[src/rtl/lsu_pkg.sv]
// Shared encodings for the load/store initiator: access sizes, FSM states
// and the alignment legality check used when a request is accepted.
package lsu_pkg;

   typedef enum logic [1:0] {
      SIZE_B = 2'd0,
      SIZE_H = 2'd1,
      SIZE_W = 2'd2,
      SIZE_X = 2'd3
   } lsuSize_e;

   typedef enum logic [2:0] {
      IDLE = 3'd0,
      REQ  = 3'd1,
      WAIT = 3'd2,
      RESP = 3'd3,
      ERR  = 3'd4
   } lsuState_e;

   // Misaligned halves/words and the reserved size never reach the bus.
   function automatic logic isIllegal(input logic [1:0] size, input logic [1:0] off);
      case (lsuSize_e'(size))
         SIZE_H:  isIllegal = off[0];
         SIZE_W:  isIllegal = |off;
         SIZE_X:  isIllegal = 1'b1;
         default: isIllegal = 1'b0;
      endcase
   endfunction

endpackage

[src/rtl/lsu_initiator_if.sv]
// Memory-side request/response bus between the load/store initiator (master)
// and the data-memory responder (slave).
interface lsu_initiator_if #(
   parameter int ADDR_W = 32
);
   logic              memReqValid;
   logic              memReqReady;
   logic              memWE;
   logic [ADDR_W-1:0] memAddr;
   logic [31:0]       memWdata;
   logic [3:0]        memWstrb;
   logic              memRespValid;
   logic [31:0]       memRdata;

   modport master (
      output memReqValid, memWE, memAddr, memWdata, memWstrb,
      input  memReqReady, memRespValid, memRdata
   );

   modport slave (
      input  memReqValid, memWE, memAddr, memWdata, memWstrb,
      output memReqReady, memRespValid, memRdata
   );
endinterface

[src/rtl/lsu_lane_align.sv]
// Combinational byte-lane steering: store data/strobes from size+offset, and
// extraction plus sign/zero extension of a raw load word.
module lsu_lane_align
   import lsu_pkg::*;
(
   input  logic [1:0]  stSize,
   input  logic [1:0]  stOff,
   input  logic [31:0] stData,
   output logic [3:0]  stStrb,
   output logic [31:0] stWdata,
   input  logic [1:0]  ldSize,
   input  logic [1:0]  ldOff,
   input  logic        ldUnsigned,
   input  logic [31:0] ldWord,
   output logic [31:0] ldData
);

   logic [7:0]  ldByte;
   logic [15:0] ldHalf;

   always_comb begin
      stStrb  = '0;
      stWdata = '0;
      case (lsuSize_e'(stSize))
         SIZE_B: begin
            stStrb  = 4'b0001 << stOff;
            stWdata = {4{stData[7:0]}};
         end
         SIZE_H: begin
            stStrb  = stOff[1] ? 4'b1100 : 4'b0011;
            stWdata = {2{stData[15:0]}};
         end
         SIZE_W: begin
            stStrb  = 4'hF;
            stWdata = stData;
         end
         default: ;
      endcase
   end

   assign ldByte = ldWord[{ldOff, 3'b000} +: 8];
   assign ldHalf = ldWord[{ldOff[1], 4'b0000} +: 16];

   always_comb begin
      ldData = ldWord;
      case (lsuSize_e'(ldSize))
         SIZE_B:  ldData = ldUnsigned ? {24'b0, ldByte} : {{24{ldByte[7]}}, ldByte};
         SIZE_H:  ldData = ldUnsigned ? {16'b0, ldHalf} : {{16{ldHalf[15]}}, ldHalf};
         default: ;
      endcase
   end

endmodule

[src/rtl/lsu_initiator.sv]
// Load/store initiator: CPU request -> aligned memory bus transaction -> extended response.
// Optional WAIT timeout enabled by defining LSU_TIMEOUT_EN.
module lsu_initiator
   import lsu_pkg::*;
#(
   parameter int ADDR_W         = 32,
   parameter int TIMEOUT_CYCLES = 255
) (
   input  logic              clk,
   input  logic              rst,
   input  logic              reqValid,
   output logic              reqReady,
   input  logic              reqWrite,
   input  logic [1:0]        reqSize,
   input  logic              reqUnsigned,
   input  logic [ADDR_W-1:0] reqAddr,
   input  logic [31:0]       reqWdata,
   output logic              respValid,
   output logic [31:0]       respRdata,
   output logic              respErr,
   lsu_initiator_if.master   mem
);

   lsuState_e         state, stateNext;
   logic              accept;
   logic              wrQ, unsQ;
   logic [1:0]        sizeQ, offQ;
   logic [ADDR_W-1:0] addrQ;
   logic [31:0]       wdataQ, rdataQ, stWdata, ldData;
   logic [3:0]        strbQ, stStrb;

   assign accept = (state == IDLE) && reqValid;

   lsu_lane_align uLaneAlign (
      .stSize    (reqSize),
      .stOff     (reqAddr[1:0]),
      .stData    (reqWdata),
      .stStrb    (stStrb),
      .stWdata   (stWdata),
      .ldSize    (sizeQ),
      .ldOff     (offQ),
      .ldUnsigned(unsQ),
      .ldWord    (rdataQ),
      .ldData    (ldData)
   );

`ifdef LSU_TIMEOUT_EN
   localparam int CNT_W = ($clog2(TIMEOUT_CYCLES + 1) > 8) ? $clog2(TIMEOUT_CYCLES + 1) : 8;
   logic [CNT_W-1:0] waitCnt;
   logic             timeoutHit;

   // Counter sits at zero outside WAIT, so it restarts on every WAIT entry.
   always_ff @(posedge clk or posedge rst) begin
      if (rst)
         waitCnt <= '0;
      else if (state != WAIT)
         waitCnt <= '0;
      else
         waitCnt <= waitCnt + 1'b1;
   end

   assign timeoutHit = (waitCnt == CNT_W'(TIMEOUT_CYCLES - 1));
`endif

   always_ff @(posedge clk or posedge rst) begin
      if (rst) begin
         state  <= IDLE;
         wrQ    <= 1'b0;
         unsQ   <= 1'b0;
         sizeQ  <= '0;
         offQ   <= '0;
         addrQ  <= '0;
         wdataQ <= '0;
         strbQ  <= '0;
         rdataQ <= '0;
      end else begin
         state <= stateNext;
         if (accept) begin
            wrQ    <= reqWrite;
            unsQ   <= reqUnsigned;
            sizeQ  <= reqSize;
            offQ   <= reqAddr[1:0];
            addrQ  <= {reqAddr[ADDR_W-1:2], 2'b00};
            wdataQ <= reqWrite ? stWdata : '0;
            strbQ  <= reqWrite ? stStrb : '0;
         end
         if (state == WAIT && mem.memRespValid)
            rdataQ <= mem.memRdata;
      end
   end

   always_comb begin
      stateNext = state;
      case (state)
         IDLE: if (reqValid) stateNext = isIllegal(reqSize, reqAddr[1:0]) ? ERR : REQ;
         REQ:  if (mem.memReqReady) stateNext = WAIT;
         WAIT: begin
            if (mem.memRespValid)
               stateNext = RESP;
`ifdef LSU_TIMEOUT_EN
            else if (timeoutHit)
               stateNext = ERR;
`endif
         end
         RESP:    stateNext = IDLE;
         ERR:     stateNext = IDLE;
         default: stateNext = IDLE;
      endcase
   end

   assign reqReady        = (state == IDLE);
   assign respValid       = (state == RESP) || (state == ERR);
   assign respErr         = (state == ERR);
   assign respRdata       = (state == RESP && !wrQ) ? ldData : '0;
   assign mem.memReqValid = (state == REQ);
   assign mem.memWE       = (state == REQ) && wrQ;
   assign mem.memAddr     = addrQ;
   assign mem.memWdata    = wdataQ;
   assign mem.memWstrb    = strbQ;

endmodule

[src/flat_wrapper.sv]
// flat-port wrapper written by rule: the top's interface ports become plain ports
module lsu_initiator_flat import lsu_pkg::*;
#(
   parameter int ADDR_W         = 32,
   parameter int TIMEOUT_CYCLES = 255
)
  (clk, rst, reqValid, reqReady, reqWrite, reqSize, reqUnsigned, reqAddr, reqWdata, respValid, respRdata, respErr, mem_memReqValid, mem_memWE, mem_memAddr, mem_memWdata, mem_memWstrb, mem_memReqReady, mem_memRespValid, mem_memRdata);
  lsu_initiator_if #(.ADDR_W(ADDR_W)) mem_i ();
  input  logic clk;
  input  logic rst;
  input  logic reqValid;
  output logic reqReady;
  input  logic reqWrite;
  input  logic [1:0] reqSize;
  input  logic reqUnsigned;
  input  logic [ADDR_W-1:0] reqAddr;
  input  logic [31:0] reqWdata;
  output logic respValid;
  output logic [31:0] respRdata;
  output logic respErr;
  output wire logic [$bits(mem_i.memReqValid)-1:0] mem_memReqValid;
  output wire logic [$bits(mem_i.memWE)-1:0] mem_memWE;
  output wire logic [$bits(mem_i.memAddr)-1:0] mem_memAddr;
  output wire logic [$bits(mem_i.memWdata)-1:0] mem_memWdata;
  output wire logic [$bits(mem_i.memWstrb)-1:0] mem_memWstrb;
  input wire logic [$bits(mem_i.memReqReady)-1:0] mem_memReqReady;
  input wire logic [$bits(mem_i.memRespValid)-1:0] mem_memRespValid;
  input wire logic [$bits(mem_i.memRdata)-1:0] mem_memRdata;
  assign mem_memReqValid = mem_i.memReqValid;
  assign mem_memWE = mem_i.memWE;
  assign mem_memAddr = mem_i.memAddr;
  assign mem_memWdata = mem_i.memWdata;
  assign mem_memWstrb = mem_i.memWstrb;
  assign mem_i.memReqReady = mem_memReqReady;
  assign mem_i.memRespValid = mem_memRespValid;
  assign mem_i.memRdata = mem_memRdata;
  lsu_initiator #(.ADDR_W(ADDR_W), .TIMEOUT_CYCLES(TIMEOUT_CYCLES)) u_core (.clk(clk), .rst(rst), .reqValid(reqValid), .reqReady(reqReady), .reqWrite(reqWrite), .reqSize(reqSize), .reqUnsigned(reqUnsigned), .reqAddr(reqAddr), .reqWdata(reqWdata), .respValid(respValid), .respRdata(respRdata), .respErr(respErr), .mem(mem_i));
endmodule
[config.mk]
export PLATFORM = sky130hd
export DESIGN_NAME = lsu_initiator_flat
export DESIGN_NICKNAME = d
export VERILOG_FILES = /design/src/rtl/lsu_pkg.sv /design/src/rtl/lsu_initiator_if.sv /design/src/rtl/lsu_lane_align.sv /design/src/rtl/lsu_initiator.sv /design/src/flat_wrapper.sv
export SDC_FILE = /design/constraint.sdc
export NUM_CORES = 1
export LEC_CHECK = 0
export CAP_MARGIN = 20
export CORE_MARGIN = 2
export CORE_UTILIZATION = 49
export CTS_CLUSTER_DIAMETER = 80
export DETAILED_ROUTE_END_ITERATION = 10
export PLACE_DENSITY = 0.93
export SYNTH_ARGS = -nofsm -noshare
export SYNTH_HDL_FRONTEND = slang
export SYNTH_HIERARCHICAL = 1
export SYNTH_SLANG_ARGS = --single-unit
[constraint.sdc]
create_clock -name clk -period 5.35 [get_ports clk]
set_input_delay 0.8025 -clock clk [delete_from_list [all_inputs] [get_ports clk]]
set_output_delay 0.8025 -clock clk [all_outputs]
set_load 0.01 [all_outputs]
* Yosys cells after proc, flatten, opt, wreduce, memory -nomap -nowiden
Cells that the tools add are included.
** Operators by class
- Equality and inequality tests :: 11
- Shifts and indexed selects :: 3
- Mux-type cells :: 17
- Reductions and logical operators :: 11
** Operator list (count)
- $mux 32 :: 4
- $pmux 32 s3 :: 1
- $pmux 32 s2 :: 1
- $shiftx 32x6->16 :: 1
- $shiftx 32x6->8 :: 1
- $mux 3 :: 4
- $pmux 4 s3 :: 1
- $pmux 3 s3 :: 1
- $mux 4 :: 2
- $eq 3x2->1 const B :: 2
- $eq 2x1->1 const B :: 2
- $eq 2x2->1 const B :: 2
- $logic_and 1x1->1 :: 4
- $logic_not 2->1 :: 2
- $ne 2x2->1 const B :: 2
- $shl 1x2->4 const A :: 1
- $eq 3x1->1 const B :: 1
- $eq 3x3->1 const B :: 1
- $logic_not 3->1 :: 1
- $pmux 1 s3 :: 1
- $reduce_and 3->1 :: 1
- $mux 1 :: 2
- $ne 2x1->1 const B :: 1
- $reduce_or 2->1 :: 1
- 2 further kinds :: 2
** Storage, ports and cells
- Register bits after elaboration :: 107
- Input port bits :: 105
- Output and inout port bits :: 105
- Logic and storage cells :: 51

* Longest topological paths before layout
- Word-level depth :: 7
- Mapped depth :: 7
- Depth with buffers taken out :: 5

* Hierarchy
Netlist, hierarchy kept.
** Modules (own cells, without submodules)
- lsu_initiator :: instances 1, cells each 367, area each 4539.4 µm²
- lsu_lane_align :: instances 1, cells each 217, area each 1154.9 µm²

* Least setup slack after synthesis
OpenSTA, ideal clock, no wires.
- Path type :: register to output
- Start :: register u_core.offQ[1]
- End :: output port respRdata[10]
- Arrival time :: 1463 ps
- Required time :: 4548 ps
- Slack :: 3084 ps
- Stages on the path, launching flop included :: 5
- Buffers on the path :: 0
- Path through :: dfrtp_1 -> mux4_2 -> nor4b_4 -> a221o_1 -> and2_1
** On the way
- Cells in the longest elaborated chain, start to end :: 4
** Ends and longest elaborated chain
- from (decl) :: RTL line lsu_initiator.sv:27 : logic [1:0] sizeQ, offQ;
- from (signal assigned) :: RTL line lsu_initiator.sv:82 : offQ <= reqAddr[1:0];
- $shiftx 32x6->16 or $shiftx 32x6->8 (tied branches) :: RTL line lsu_lane_align.sv:42, lsu_lane_align.sv:41
- $mux 32 (on tied branches) :: RTL line lsu_lane_align.sv:48, lsu_lane_align.sv:47
- $pmux 32 s2 (*) :: RTL line lsu_lane_align.sv:46 : case (lsuSize_e'(ldSize))
- named net u_core.ldData[10] :: RTL line lsu_initiator.sv:29 : logic [31:0] wdataQ, rdataQ, stWdata, ldData;
- $mux 32 (*) :: RTL line lsu_initiator.sv:114 : assign respRdata = (state == RESP && !wrQ) ? ldData : '0;
- to (decl) :: RTL line flat_wrapper.sv:19 : output logic [31:0] respRdata;
The timed path passes the listed nets; every way through them passes the cells marked *.

* Worst setup path in the final report
- Start :: register u_core.offQ[1]
- End :: output port respRdata[11]
Same word-level chain as after synthesis.

==> run_summary.xml <==
<?xml version="1.0" encoding="UTF-8"?>
<metrics>
  <group name="timing">
    <metric name="setup_slack" unit="ns">1.68</metric>
    <metric name="skew" unit="ns">0.00555</metric>
    <metric name="tightestPinTransition" unit="ns">0.975</metric>
    <metric name="drv_slew" unit="">0</metric>
    <metric name="maxSlewHeadroom" unit="%">34.8</metric>
    <metric name="timing.final.hold_violations" unit="">0</metric>
    <metric name="hold_slack" unit="ns">0.479</metric>
    <metric name="final_period_minus_worst_setup_slack" unit="ns">3.67</metric>
    <metric name="setup_violations" unit="">0</metric>
    <metric name="setup-tns-final" unit="ns">0</metric>
    <metric name="clock.fmax" unit="GHz">0.273</metric>
    <metric name="grt_setup_unrepaired" unit="">no</metric>
    <metric name="min_period_over_period" unit="%">68.5</metric>
  </group>
  <group name="cells_and_area">
    <metric name="post_route_cells_drive_above_1_share" unit="%">12.1</metric>
    <metric name="finalInstanceArea" unit="µm²">8100</metric>
    <metric name="layout_commonest_cell" unit="">sky130_fd_sc_hd__clkdlybuf4s50_1</metric>
    <metric name="post_layout_util" unit="%">71.2</metric>
    <metric name="final_net_count" unit="">869</metric>
    <metric name="commonest_non_fill_non_tap_cells_in_the_layout" unit="">207 x sky130_fd_sc_hd__clkdlybuf4s50_1, 152 x sky130_fd_sc_hd__nand2_1, 107 x sky130_fd_sc_hd__dfrtp_1, 46 x sky130_fd_sc_hd__o21ai_0, 41 x sky130_fd_sc_hd__and2_1</metric>
    <metric name="syn2layout_area_growth" unit="%">42.2</metric>
    <metric name="insertedDiodeCount" unit="">0</metric>
  </group>
  <group name="setup_path">
    <metric name="setup.worst_path.start_class" unit="">flip-flop</metric>
    <metric name="critPathCapture" unit="">respRdata[11]</metric>
    <metric name="worst_ep_arrival_time" unit="ns">2.86</metric>
    <metric name="flop2flop_setup_slack" unit="ns">2.96</metric>
    <metric name="cp_max_fo" unit="">23</metric>
    <metric name="critical_path.endpoint_type" unit="">output port</metric>
    <metric name="cp.required" unit="ns">4.55</metric>
    <metric name="worstSetupStartpoint" unit="">u_core/offQ[1]</metric>
    <metric name="path_class" unit="">reg -&gt; out</metric>
    <metric name="reg2reg_to" unit="">u_core/mem.memAddr[17]</metric>
    <metric name="critical_r2r_launch" unit="">u_core/state[2]</metric>
    <metric name="worst_r2r_path_depth" unit="">3</metric>
  </group>
  <group name="clock_network">
    <metric name="clkSinkCount" unit="">107</metric>
    <metric name="cts_hold_repair.buffers" unit="">0</metric>
    <metric name="cts_made_buffers" unit="">9</metric>
    <metric name="cts.clk_slew.worst_paths" unit="ns">0.07</metric>
    <metric name="post_cts_resize_count" unit="">0</metric>
    <metric name="clock_tree_root_buffer_cell" unit="">sky130_fd_sc_hd__clkbuf_16</metric>
    <metric name="clock_tree_from_tritoncts" unit="">done</metric>
    <metric name="cts.repair_timing.setup_buffer_count" unit="">0</metric>
    <metric name="number_of_buffers_between_clock_root_and_the_deepest_sink" unit="">2</metric>
    <metric name="clock_insertion_delay_worst_skew" unit="ns">0.34</metric>
    <metric name="h-tree-depth" unit="">3</metric>
  </group>
  <group name="floorplan">
    <metric name="boundaryPins" unit="">210</metric>
    <metric name="placement_rows" unit="">39</metric>
    <metric name="fp.dieW" unit="µm">112</metric>
    <metric name="fp.dieArea" unit="µm²">12500</metric>
    <metric name="floorplan.core_area" unit="µm²">11400</metric>
    <metric name="initial_utilization" unit="%">50.1</metric>
    <metric name="overall_die_height" unit="µm">112</metric>
  </group>
  <group name="pwr">
    <metric name="power_density" unit="nW/µm²">536</metric>
    <metric name="worst_ir_drop_vdd" unit="µV">344</metric>
    <metric name="leakage" unit="nW">3.59</metric>
  </group>
  <group name="drt">
    <metric name="detail_route.first_pass.iterations" unit="">5</metric>
    <metric name="count_of_vias_placed_by_the_detailed_router" unit="">4942</metric>
    <metric name="drc_errors" unit="">0</metric>
    <metric name="initial_drc_count" unit="">345</metric>
    <metric name="vias_per_cell" unit="">5.42</metric>
    <metric name="route.detailed.wl_per_inst" unit="µm">17.3</metric>
    <metric name="drt.antenna.violating_nets" unit="">0</metric>
    <metric name="routed_wl" unit="µm">15700</metric>
  </group>
  <group name="place">
    <metric name="portBuffers" unit="">207</metric>
    <metric name="detailedPlace.worstSlack" unit="ns">2.13</metric>
    <metric name="detailedPlacementHpwl" unit="µm">11400</metric>
    <metric name="gp_routability_congestion" unit="">0.921</metric>
    <metric name="placed_area" unit="µm²">7780</metric>
  </group>
  <group name="job">
    <metric name="max_cap_viol_count" unit="">0</metric>
  </group>
  <group name="logic_synthesis">
    <metric name="synth_compound_gate_area_share" unit="%">11.8</metric>
    <metric name="yosys.area_share.adder" unit="%">0</metric>
    <metric name="post_synth_inst_count" unit="">584</metric>
    <metric name="muxShareOfSynthArea" unit="%">16.3</metric>
    <metric name="combinational_family_with_the_most_area_after_synthesis" unit="">simple AND/OR/NAND/NOR gates</metric>
    <metric name="seq_area_frac_synth" unit="%">47.0</metric>
    <metric name="syn_area_per_cell" unit="µm²">9.75</metric>
    <metric name="async_reset_ff_share" unit="%">100</metric>
    <metric name="synth_simple_gate_area_share" unit="%">20.1</metric>
    <metric name="synth_area" unit="µm²">5690</metric>
    <metric name="yosys_register_bits" unit="">107</metric>
    <metric name="yosys.area_share.xor_xnor" unit="%">0</metric>
    <metric name="synthesis.yosys.warnings" unit="">6</metric>
    <metric name="synthFlopType" unit="">sky130_fd_sc_hd__dfrtp_1</metric>
    <metric name="synth_enable_flop_cells" unit="">0</metric>
    <metric name="synth_cell_type_count" unit="">38</metric>
  </group>
  <group name="global_route">
    <metric name="gr-total-overflow" unit="">0</metric>
    <metric name="antenna_violations_before_repair" unit="">0</metric>
    <metric name="grt_first_pass_wirelength" unit="µm">25200</metric>
    <metric name="groute.usage.overall" unit="%">25.2</metric>
    <metric name="first_global_vias" unit="">5006</metric>
    <metric name="largest_net_degree_at_the_start_of_global_routing" unit="">80</metric>
  </group>
  <group name="hold_path">
    <metric name="hold_path.class" unit="">reg -&gt; reg</metric>
  </group>
  <group name="run_status">
    <metric name="run_status" unit="">finished clean</metric>
  </group>
</metrics>
routing by layer:
metal	part of all wire, %	up-vias	track usage, %
met5	0	-	0
met4	2.2	0	8.64
met3	11	31	9.58
met2	49	253	41.6
met1	38	2339	30.4
li1	-	2319	-
worst min path at each step:
stage / startpoint / endpoint / slack, ns / cells after the start
floorplan: u_core/sizeQ[0] / u_core/sizeQ[0] / 0.48 / 1
global placement: u_core/mem.memWdata[29] / u_core/mem.memWdata[29] / 0.46 / 2
detailed placement: u_core/mem.memWdata[19] / u_core/mem.memWdata[19] / 0.47 / 2
CTS: u_core/mem.memWdata[19] / u_core/mem.memWdata[19] / 0.49 / 2
global route: u_core/rdataQ[6] / u_core/rdataQ[6] / 0.52 / 1
finish: u_core/mem.memWdata[19] / u_core/mem.memWdata[19] / 0.48 / 2
sequential cells by signal, indices dropped and copies added (netlist names):
| signal | count |
|---|---|
| u_core/mem.memWdata | 32 |
| u_core/offQ | 2 |
| u_core/sizeQ | 2 |
| u_core/mem.memAddr | 30 |
| u_core/unsQ | 1 |
| u_core/mem.memWstrb | 4 |
| u_core/state | 3 |
| u_core/rdataQ | 32 |
| u_core/wrQ | 1 |
stage by stage:
stage	cells	power, mW
6_report	911	4.34
5_1_grt	911	4.61
4_1_cts	910	4.35
3_5_place_dp	895	3.62
3_3_place_gp	895	3.53
2_1_floorplan	585	2.75
area by class of cell:
type | instances | area, µm²
Timing Repair Buffer | 214 | 2130
Clock inverter | 2 | 60.1
Multi-Input combinational cell | 428 | 2790
Fill cell | 815 | 3270
Clock buffer | 13 | 250
Tap cell | 143 | 179
Sequential cell | 107 | 2680
Inverter | 4 | 17.5
Yosys cell counts (7+ instances only):
master / count / area share, %
sky130_fd_sc_hd__nand2_1: 152 / 10
sky130_fd_sc_hd__dfrtp_1: 107 / 47
sky130_fd_sc_hd__o21ai_0: 46 / 4.0
sky130_fd_sc_hd__and2_1: 41 / 4.5
sky130_fd_sc_hd__mux2_4: 35 / 9.2
sky130_fd_sc_hd__mux2_2: 30 / 5.9
sky130_fd_sc_hd__clkbuf_1: 24 / 1.6
sky130_fd_sc_hd__a21oi_1: 22 / 1.9
sky130_fd_sc_hd__o21ai_1: 17 / 1.5
sky130_fd_sc_hd__nor2b_1: 15 / 1.6
sky130_fd_sc_hd__nand2b_1: 12 / 1.3
sky130_fd_sc_hd__buf_2: 11 / 0.97
sky130_fd_sc_hd__a21o_1: 8 / 1.1
sky130_fd_sc_hd__a221o_1: 8 / 1.4
sky130_fd_sc_hd__a22oi_1: 7 / 0.92
sky130_fd_sc_hd__buf_6: 7 / 1.4
worst max-delay path, cell delays in order (launching register included):
cell and delay, ns:
sky130_fd_sc_hd__dfrtp_1 0.74, sky130_fd_sc_hd__mux4_2 0.36, sky130_fd_sc_hd__nor4b_4 0.52, sky130_fd_sc_hd__a221o_1 0.21, sky130_fd_sc_hd__and2_1 0.15, sky130_fd_sc_hd__clkdlybuf4s50_1 0.54
logic make-up after synthesis:
family / count (synthesis)
AO/OA/AOI/OAI: 114
buffers and inverters: 50
flip-flops: 107
multiplexers: 70
other: 1
AND/OR/NAND/NOR: 242
power by group:
part	internal [mW]	leakage [nW]	switching, mW
combinational	1.19	2.12	0.893
clock	0.421	0.150	0.278
sequential	1.20	1.32	0.359
total	2.81	3.59	1.53
Power figures use the tool's default switching activity.
